==> config.mk <==
export PLATFORM = sky130hd
export DESIGN_NAME = ula_op_sequencer
export DESIGN_NICKNAME = d
export VERILOG_FILES = /design/src/rtl/ula_op_sequencer.sv
export SDC_FILE = /design/constraint.sdc
export NUM_CORES = 1
export LEC_CHECK = 0
export ABC_AREA = 1
export CORE_MARGIN = 2
export CORE_UTILIZATION = 47
export CTS_BUF_LIST = sky130_fd_sc_hd__clkbuf_4
export CTS_CLUSTER_DIAMETER = 100
export CTS_CLUSTER_SIZE = 20
export DETAILED_ROUTE_END_ITERATION = 10
export GPL_TIMING_DRIVEN = 0
export PLACE_DENSITY = 0.89
export SLEW_MARGIN = 20
export SYNTH_ARGS = -nofsm -noshare
export SYNTH_HDL_FRONTEND = slang
export SYNTH_SLANG_ARGS = --single-unit
==> constraint.sdc <==
create_clock -name clk -period 4.3 [get_ports clk]
set_input_delay 1.075 -clock clk [delete_from_list [all_inputs] [get_ports clk]]
set_output_delay 1.075 -clock clk [all_outputs]
set_load 0.01 [all_outputs]
==> src/rtl/ula_op_sequencer.sv <==
// Command/response front end for sequential_basic_ula: one op in flight, with timeout and
// illegal-op detection. Define ULA_OP_SEQUENCER_STATS_EN to add saturating response counters.
module ula_op_sequencer #(
    parameter int unsigned DATA_W         = 16,
    parameter int unsigned RES_W          = 32,
    parameter int unsigned TIMEOUT_CYCLES = 16
) (
    input  logic              clk,
    input  logic              rst,
    input  logic              i_cmd_valid,
    output logic              o_cmd_ready,
    input  logic [4:0]        i_cmd_op,
    input  logic [DATA_W-1:0] i_cmd_a,
    input  logic [DATA_W-1:0] i_cmd_b,
    output logic [4:0]        o_alu_op,
    output logic [DATA_W-1:0] o_alu_a,
    output logic [DATA_W-1:0] o_alu_b,
    input  logic              i_alu_valid,
    input  logic [RES_W-1:0]  i_alu_result,
    input  logic              i_alu_carryout,
    output logic              o_rsp_valid,
    input  logic              i_rsp_ready,
    output logic [4:0]        o_rsp_op,
    output logic [RES_W-1:0]  o_rsp_result,
    output logic              o_rsp_carryout,
    output logic [1:0]        o_rsp_status
`ifdef ULA_OP_SEQUENCER_STATS_EN
    ,
    output logic [15:0]       o_stat_ok,
    output logic [7:0]        o_stat_timeout,
    output logic [7:0]        o_stat_illegal
`endif
);

    // Op codes shared with sequential_basic_ula.
    localparam logic [4:0] OP_ADD = 5'h00;
    localparam logic [4:0] OP_SUB = 5'h01;
    localparam logic [4:0] OP_MUL = 5'h02;
    localparam logic [4:0] OP_DIV = 5'h03;
    localparam logic [4:0] OP_AND = 5'h04;
    localparam logic [4:0] OP_OR  = 5'h05;
    localparam logic [4:0] OP_XOR = 5'h06;
    localparam logic [4:0] OP_REV = 5'h07;

    localparam logic [1:0] StatusOk      = 2'b00;
    localparam logic [1:0] StatusTimeout = 2'b01;
    localparam logic [1:0] StatusIllegal = 2'b10;

    localparam logic [7:0] TimeoutLast = 8'(TIMEOUT_CYCLES - 1);

    typedef enum logic [1:0] {
        StIdle,
        StIssue,
        StWait,
        StResp
    } state_e;

    state_e              state_q, state_d;
    logic [7:0]          wait_cnt_q, wait_cnt_d;
    logic [4:0]          alu_op_q, alu_op_d;
    logic [DATA_W-1:0]   alu_a_q, alu_a_d;
    logic [DATA_W-1:0]   alu_b_q, alu_b_d;
    logic [4:0]          rsp_op_q, rsp_op_d;
    logic [RES_W-1:0]    rsp_result_q, rsp_result_d;
    logic                rsp_carry_q, rsp_carry_d;
    logic [1:0]          rsp_status_q, rsp_status_d;

    function automatic logic op_is_legal(input logic [4:0] op);
        case (op)
            OP_ADD, OP_SUB, OP_MUL, OP_DIV,
            OP_AND, OP_OR, OP_XOR, OP_REV: return 1'b1;
            default:                       return 1'b0;
        endcase
    endfunction

    always_comb begin
        state_d      = state_q;
        wait_cnt_d   = wait_cnt_q;
        alu_op_d     = alu_op_q;
        alu_a_d      = alu_a_q;
        alu_b_d      = alu_b_q;
        rsp_op_d     = rsp_op_q;
        rsp_result_d = rsp_result_q;
        rsp_carry_d  = rsp_carry_q;
        rsp_status_d = rsp_status_q;

        unique case (state_q)
            StIdle: begin
                if (i_cmd_valid) begin
                    rsp_op_d = i_cmd_op;
                    if (op_is_legal(i_cmd_op)) begin
                        // The ALU input registers double as the registered command.
                        alu_op_d = i_cmd_op;
                        alu_a_d  = i_cmd_a;
                        alu_b_d  = i_cmd_b;
                        state_d  = StIssue;
                    end else begin
                        rsp_result_d = '0;
                        rsp_carry_d  = 1'b0;
                        rsp_status_d = StatusIllegal;
                        state_d      = StResp;
                    end
                end
            end
            StIssue: begin
                wait_cnt_d = '0;
                state_d    = StWait;
            end
            StWait: begin
                // Valid is checked first so it wins over a coincident timeout.
                if (i_alu_valid) begin
                    rsp_result_d = i_alu_result;
                    rsp_carry_d  = i_alu_carryout;
                    rsp_status_d = StatusOk;
                    state_d      = StResp;
                end else if (wait_cnt_q == TimeoutLast) begin
                    rsp_result_d = '0;
                    rsp_carry_d  = 1'b0;
                    rsp_status_d = StatusTimeout;
                    state_d      = StResp;
                end else begin
                    wait_cnt_d = wait_cnt_q + 8'd1;
                end
            end
            StResp: begin
                if (i_rsp_ready) begin
                    state_d = StIdle;
                end
            end
            default: state_d = StIdle;
        endcase
    end

    always_ff @(posedge clk) begin
        if (rst) begin
            state_q      <= StIdle;
            wait_cnt_q   <= '0;
            alu_op_q     <= '0;
            alu_a_q      <= '0;
            alu_b_q      <= '0;
            rsp_op_q     <= '0;
            rsp_result_q <= '0;
            rsp_carry_q  <= 1'b0;
            rsp_status_q <= '0;
        end else begin
            state_q      <= state_d;
            wait_cnt_q   <= wait_cnt_d;
            alu_op_q     <= alu_op_d;
            alu_a_q      <= alu_a_d;
            alu_b_q      <= alu_b_d;
            rsp_op_q     <= rsp_op_d;
            rsp_result_q <= rsp_result_d;
            rsp_carry_q  <= rsp_carry_d;
            rsp_status_q <= rsp_status_d;
        end
    end

    // Gated by rst so ready stays low for the whole reset window.
    assign o_cmd_ready    = (state_q == StIdle) && !rst;
    assign o_rsp_valid    = (state_q == StResp);
    assign o_alu_op       = alu_op_q;
    assign o_alu_a        = alu_a_q;
    assign o_alu_b        = alu_b_q;
    assign o_rsp_op       = rsp_op_q;
    assign o_rsp_result   = rsp_result_q;
    assign o_rsp_carryout = rsp_carry_q;
    assign o_rsp_status   = rsp_status_q;

`ifdef ULA_OP_SEQUENCER_STATS_EN
    logic        rsp_fire;
    logic [15:0] stat_ok_q;
    logic [7:0]  stat_timeout_q;
    logic [7:0]  stat_illegal_q;

    assign rsp_fire = o_rsp_valid && i_rsp_ready;

    always_ff @(posedge clk) begin
        if (rst) begin
            stat_ok_q      <= '0;
            stat_timeout_q <= '0;
            stat_illegal_q <= '0;
        end else if (rsp_fire) begin
            unique case (rsp_status_q)
                StatusOk: begin
                    if (stat_ok_q != '1) stat_ok_q <= stat_ok_q + 16'd1;
                end
                StatusTimeout: begin
                    if (stat_timeout_q != '1) stat_timeout_q <= stat_timeout_q + 8'd1;
                end
                StatusIllegal: begin
                    if (stat_illegal_q != '1) stat_illegal_q <= stat_illegal_q + 8'd1;
                end
                default: ;
            endcase
        end
    end

    assign o_stat_ok      = stat_ok_q;
    assign o_stat_timeout = stat_timeout_q;
    assign o_stat_illegal = stat_illegal_q;
`endif

endmodule

# --- Word-level counts from Yosys, hierarchy flattened ---
# Cells that the tools add are included.
word_totals:
  regBits: 87
  wordCells: 58
classes:
  n_addsub: 1
  eq_ne: 10
  n_mux: 27
  reduce_logical: 11
op_table:
  columns: ["operator", "count"]
  rows:
  - ["$mux W32", 4]
  - ["$pmux W32 S2", 1]
  - ["$mux W2", 9]
  - ["$mux W8", 2]
  - ["$pmux W8 S2", 1]
  - ["$reduce_and A3 Y1", 3]
  - ["$add A8 B1 Y8 const B", 1]
  - ["$eq A8 B4 Y1 const B", 1]
  - ["$ne A2 B2 Y1 const B", 4]
  - ["$pmux W2 S4", 1]
  - ["$mux W1", 7]
  - ["$eq A2 B2 Y1 const B", 2]
  - ["$logic_not A2 Y1", 2]
  - ["$pmux W2 S2", 1]
  - ["$reduce_and A4 Y1", 1]
  - ["$reduce_bool A2 Y1", 2]
  - ["$ne A3 B3 Y1 const B", 1]
  - ["$eq A2 B1 Y1 const B", 1]
  - ["$ne A2 B1 Y1 const B", 1]
  - ["$pmux W1 S2", 1]
  - ["$reduce_and A2 Y1", 1]
  - ["$logic_and A1 B1 Y1", 1]
  - ["$logic_not A1 Y1", 1]

# --- Longest topological paths before layout ---
logic_depth:
  ltp_word: 7
  mapped_depth: 11
  ltp_nobuf: 9

# --- Worst setup path before layout ---
# OpenSTA, ideal clock, no wires.
synth_timing:
  path_type: "in2out"
  start: "input rst"
  end: "output o_cmd_ready"
  arrival_time_ns: 1.244
  path_slack_ns: 1.981
  stages: 1
  path_cell_list: "nor2_1"
synth_between:
  elab_chain_cells: 2
synth_rtl:
  columns: ["item", "line", "rtl"]
  rows:
  - ["start: declaration", "9", "input logic rst,"]
  - ["$logic_not A1 Y1", "159", "assign o_cmd_ready = (state_q == StIdle) && !rst;"]
  - ["$logic_and A1 B1 Y1", "159", null]
  - ["end: declaration", "11", "output logic o_cmd_ready,"]
# No other way between the ends.

# --- Worst setup path after layout ---
# Ends and elaborated chain as after synthesis.

==> results by stage <==
Run status:
- The flow ran to the end, and the final reports show no timing, DRC or antenna violations.

Detailed routing:
- The average via count per standard cell is 4.75.
- Before antenna repair, the detailed router went through 4 iterations.
- The routed layout has 3741 vias.
- The total wire length is 9880 µm.
- The initial detailed-routing violation count is 97.
- After detailed routing, the number of remaining DRC violations is 0.
- The post-detailed-route wirelength per cell is 12.6 µm.
- The remaining antenna violation count after routing is 0.

Place:
- At the placement stage, the worst setup path has a slack of 870 ps.
- Once placement finished, the instance area stood at 5300 µm².
- Detailed placement finished with a half-perimeter wire length of between 7000 and 8000 µm.
- The count of buffers added on input and output ports is between 150 and 200.
- The placer congestion estimate is 0.848.

Setup path:
- Counting stages on the worst path, the most repeated cell is sky130_fd_sc_hd__clkdlybuf4s50_1.
- The combined buffer and inverter count along the critical path is 2.
- The class of the most critical setup path is in -> out.
- The signal arrival time at the worst endpoint is ~2300 ps.
- The highest fanout seen on the critical path is 7.
- The endpoint required time on the critical path is 3220 ps.
- Grouping stages by cell kind, the critical path spends the most delay in buffers and inverters.
- The critical path capture point type is an output port.
- The critical path's largest stage delay is 550 ps.
- The worst setup path is launched from a primary input.
- For this design, the slowest cell found on the critical path is sky130_fd_sc_hd__clkdlybuf4s50_1.
- Walking the worst path, the cells encountered are clkdlybuf4s50_1 > nor2_1 > clkdlybuf4s50_1.

Layout:
- The post-layout instance area is 5460 µm².
- Cells with a size suffix above 1 make up 4.38% of the layout.
- The total inserted antenna cells is 0.
- The relative area change from synthesis to final layout is 50.0%.
- The final net count is 761.

Clock tree:
- The post-CTS resize count is 0.
- The number of buffers inserted during clock tree synthesis is 9.
- Clock-pin slew was measured on the worst setup and hold paths at 140 ps.
- The root buffer cell chosen for the clock tree is sky130_fd_sc_hd__clkbuf_4.
- The latest clock arrival within the worst-skew pair is 420 ps.
- The post-CTS repair timing setup buffer count is 0.
- The clock tree from TritonCTS is done.
- No sink is reached through more buffers than the 2 on the longest clock path.
- The hold buffer count at cts is 0.
- The H-tree was split into 3 levels.
- Counting every sink on the clock net gives 87.

Synth:
- Counting distinct cell types in the post-synthesis netlist gives 21.
- The mean instance size in the synthesized netlist is 7.05 µm².
- When the netlist entered floorplanning its net count stood at 597.
- In the synthesized netlist, the number of instances is about 520.
- In this run, synthesis produced a sequential element count of 87.
- The share of the Yosys chip area taken by registers is 47.9%.
- The warning count from the yosys run is 0.
- The cell area that synthesis handed to floorplanning was around 3600 µm².

Worst hold path:
- The class of the tightest hold or removal check is reg -> reg.

Global route:
- Summed over all layers, the global routing overflow is 0.
- For met3 alone, demand over resource in global routing was 9.61%.
- The met2 demand-to-capacity share in global routing is roughly 40%.
- Entering global routing, the biggest net connects 15 pins.
- The first-pass GRT wire length is 16000 µm.
- The number of antenna violations at the first check in global routing is 0.
- The met1 track demand over resource is 26.2%.
- The via count of the first global-routing pass is 3584.
- For this run, the total global-route usage over all layers was measured as 23.3%.
- The global routing's busiest layer is met2.

Floorplan:
- Once the floorplan was initialized, standard cells occupied 47.8% of the core.
- In this run the count of I/O pins placed on the die edge is 154.
- The floorplan has 32 rows.
- In this run the horizontal extent of the chip is between 90 and 100 µm.
- The core area is 7610 µm².
- The floorplan step set the die height to 92 µm.
- The floorplan step defined a die boundary enclosing 8460 µm².

Power and ir drop:
- The internal power of the cells totals 2010 µW.
- The analysis attributes to cell leakage a power of 0.00226 µW.
- The power per cell area is 586 nW/µm².
- The part of the power in combinational logic is between 40% and 50%.
- The worst IR drop on VDD is 0.237 mV.
- The sequential fraction of design power is 35.8%.
- The switching power is around 1200 µW.
- The post-route total power is ~3200 µW.
- Per report_power, the clock group accounts for 16.1% of the total.
- The switching power share of the total is between 30% and 40%.

STA:
- For the pin with the worst max-slew slack, the measured transition is slightly below 500 ps.
- The count of final setup violators is 0.
- The total negative slack is 0 ps.
- The count of pins over their slew limit was 0.
- Across the routed clock network, the largest skew measured is 16.7 ps.
- Headroom to the max-slew limit came out at 66.6%.
- The smallest setup slack after layout is 901 ps.
- Setup repair after global routing left no endpoint under its margin.
- The final critical path takes up 79.0% of the cycle.
- The maximum achievable frequency is 294 MHz.
- The number of failing hold endpoints at the final stage came to 0.
- The smallest clock period supported by the final layout is computed as around 3400 ps.

Job:
- The total of max-cap violations is 0.
cells in the final DEF, fill, tap and decap left out, types with 2 or more instances in the layout:
cell type,n
sky130_fd_sc_hd__inv_1,83
sky130_fd_sc_hd__buf_2,4
sky130_fd_sc_hd__o21ai_0,42
sky130_fd_sc_hd__nor2_1,70
sky130_fd_sc_hd__ha_1,6
sky130_fd_sc_hd__inv_2,5
sky130_fd_sc_hd__a21oi_1,72
sky130_fd_sc_hd__nand2_1,102
sky130_fd_sc_hd__clkbuf_1,18
sky130_fd_sc_hd__nand3_2,2
sky130_fd_sc_hd__clkdlybuf4s50_1,153
sky130_fd_sc_hd__bufinv_16,2
sky130_fd_sc_hd__clkinv_1,2
sky130_fd_sc_hd__nand4_1,5
sky130_fd_sc_hd__dfxtp_1,87
sky130_fd_sc_hd__buf_6,3
sky130_fd_sc_hd__nand3_1,10
sky130_fd_sc_hd__clkbuf_4,10
routing by layer:
layer  vias to the layer above  part of all wire, %
met4                         0                  1.6
met1                      1675                   40
met5                         -                    0
li1                       1915                    -
met3                        15                  9.5
met2                       136                   49
per-stage QoR:
stage | instances | util, % | hold slack, ps
CTS | 787 | 71.8 | 458
floorplan | 516 | - | 450
global route | 787 | 71.8 | 469
detailed placement | 771 | 69.7 | 439
finish | 787 | 71.8 | 456
global placement | 771 | 69.7 | 431
worst register-to-register path: stages, from the launching register on:
cell,delay (ps)
sky130_fd_sc_hd__dfxtp_1,390
sky130_fd_sc_hd__inv_1,100
sky130_fd_sc_hd__ha_1,250
sky130_fd_sc_hd__inv_2,80
sky130_fd_sc_hd__or2_0,110
sky130_fd_sc_hd__clkbuf_1,280
sky130_fd_sc_hd__nand3_2,150
sky130_fd_sc_hd__buf_6,170
sky130_fd_sc_hd__buf_2,180
sky130_fd_sc_hd__a21oi_1,160
sky130_fd_sc_hd__nor2_1,70
synthesized netlist by cell type:
cell | n | area [µm²]
sky130_fd_sc_hd__o21bai_4 | 1 | 18.8
sky130_fd_sc_hd__clkbuf_1 | 18 | 67.6
sky130_fd_sc_hd__nand4_1 | 5 | 31.3
sky130_fd_sc_hd__buf_2 | 4 | 20.0
sky130_fd_sc_hd__o21ai_1 | 1 | 5.00
sky130_fd_sc_hd__inv_1 | 83 | 312
sky130_fd_sc_hd__nor2_1 | 70 | 263
sky130_fd_sc_hd__or2_0 | 1 | 6.26
sky130_fd_sc_hd__nor3b_1 | 1 | 7.51
sky130_fd_sc_hd__xor2_1 | 1 | 8.76
sky130_fd_sc_hd__nand3_1 | 10 | 50.1
sky130_fd_sc_hd__clkinv_1 | 1 | 3.75
sky130_fd_sc_hd__nand3_2 | 2 | 20.0
sky130_fd_sc_hd__inv_2 | 5 | 18.8
sky130_fd_sc_hd__buf_1 | 1 | 3.75
sky130_fd_sc_hd__ha_1 | 6 | 75.1
sky130_fd_sc_hd__o21ai_0 | 42 | 210
sky130_fd_sc_hd__buf_6 | 3 | 33.8
sky130_fd_sc_hd__dfxtp_1 | 87 | 1740
sky130_fd_sc_hd__nand2_1 | 102 | 383
sky130_fd_sc_hd__a21oi_1 | 72 | 360
registers in the layout (all words and copies together) (netlist names):
signal / cells
o_rsp_carryout: 1
o_alu_op: 5
state_q: 2
o_rsp_status: 2
o_alu_b: 16
o_rsp_result: 32
o_alu_a: 16
o_rsp_op: 5
wait_cnt_q: 8
logic make-up after synthesis:
group,count (synthesis),synth area share [%]
adders and majority gates,6,2.06
buffers and inverters,115,12.6
xor gates and xnor gates,1,0.241
DFF,87,47.9
AOI/OAI and AO/OA,116,16.3
and+or+nand+nor,191,20.9
worst paths after layout:
path	start	endpoint	slack, ps	cells past startpoint
max reg2reg	state_q[0]$_SDFFE_PP0P_	o_rsp_result[28]$_SDFFE_PP0P_	2280	10
min reg2reg	o_alu_b[6]$_SDFFE_PP0P_	o_alu_b[6]$_SDFFE_PP0P_	460	2
min	o_alu_b[6]$_SDFFE_PP0P_	o_alu_b[6]$_SDFFE_PP0P_	460	2
max	rst	o_cmd_ready	900	3
power by group through the flow:
stage / logic, µW / clock network (µW) / registers, µW
final: 1540 / 516 / 1150
after global routing: 1720 / 557 / 1170
after global placement: 1480 / 0 / 1150
after detailed placement: 1530 / 0 / 1170
after CTS: 1540 / 525 / 1150
after floorplan: 765 / 0 / 1250
cell type report:
type                    instances  area, µm²
fillers                       596       2150
flip-flops and latches         87       1740
repair buffers                153       1530
multi-input cells             314       1440
inverters                      89        334
well taps                     102        128
plain buffers                  26        125
clock inverters                 6       85.1
clock buffers                  10       75.1
Note: power is estimated with default switching activity, not from simulation.
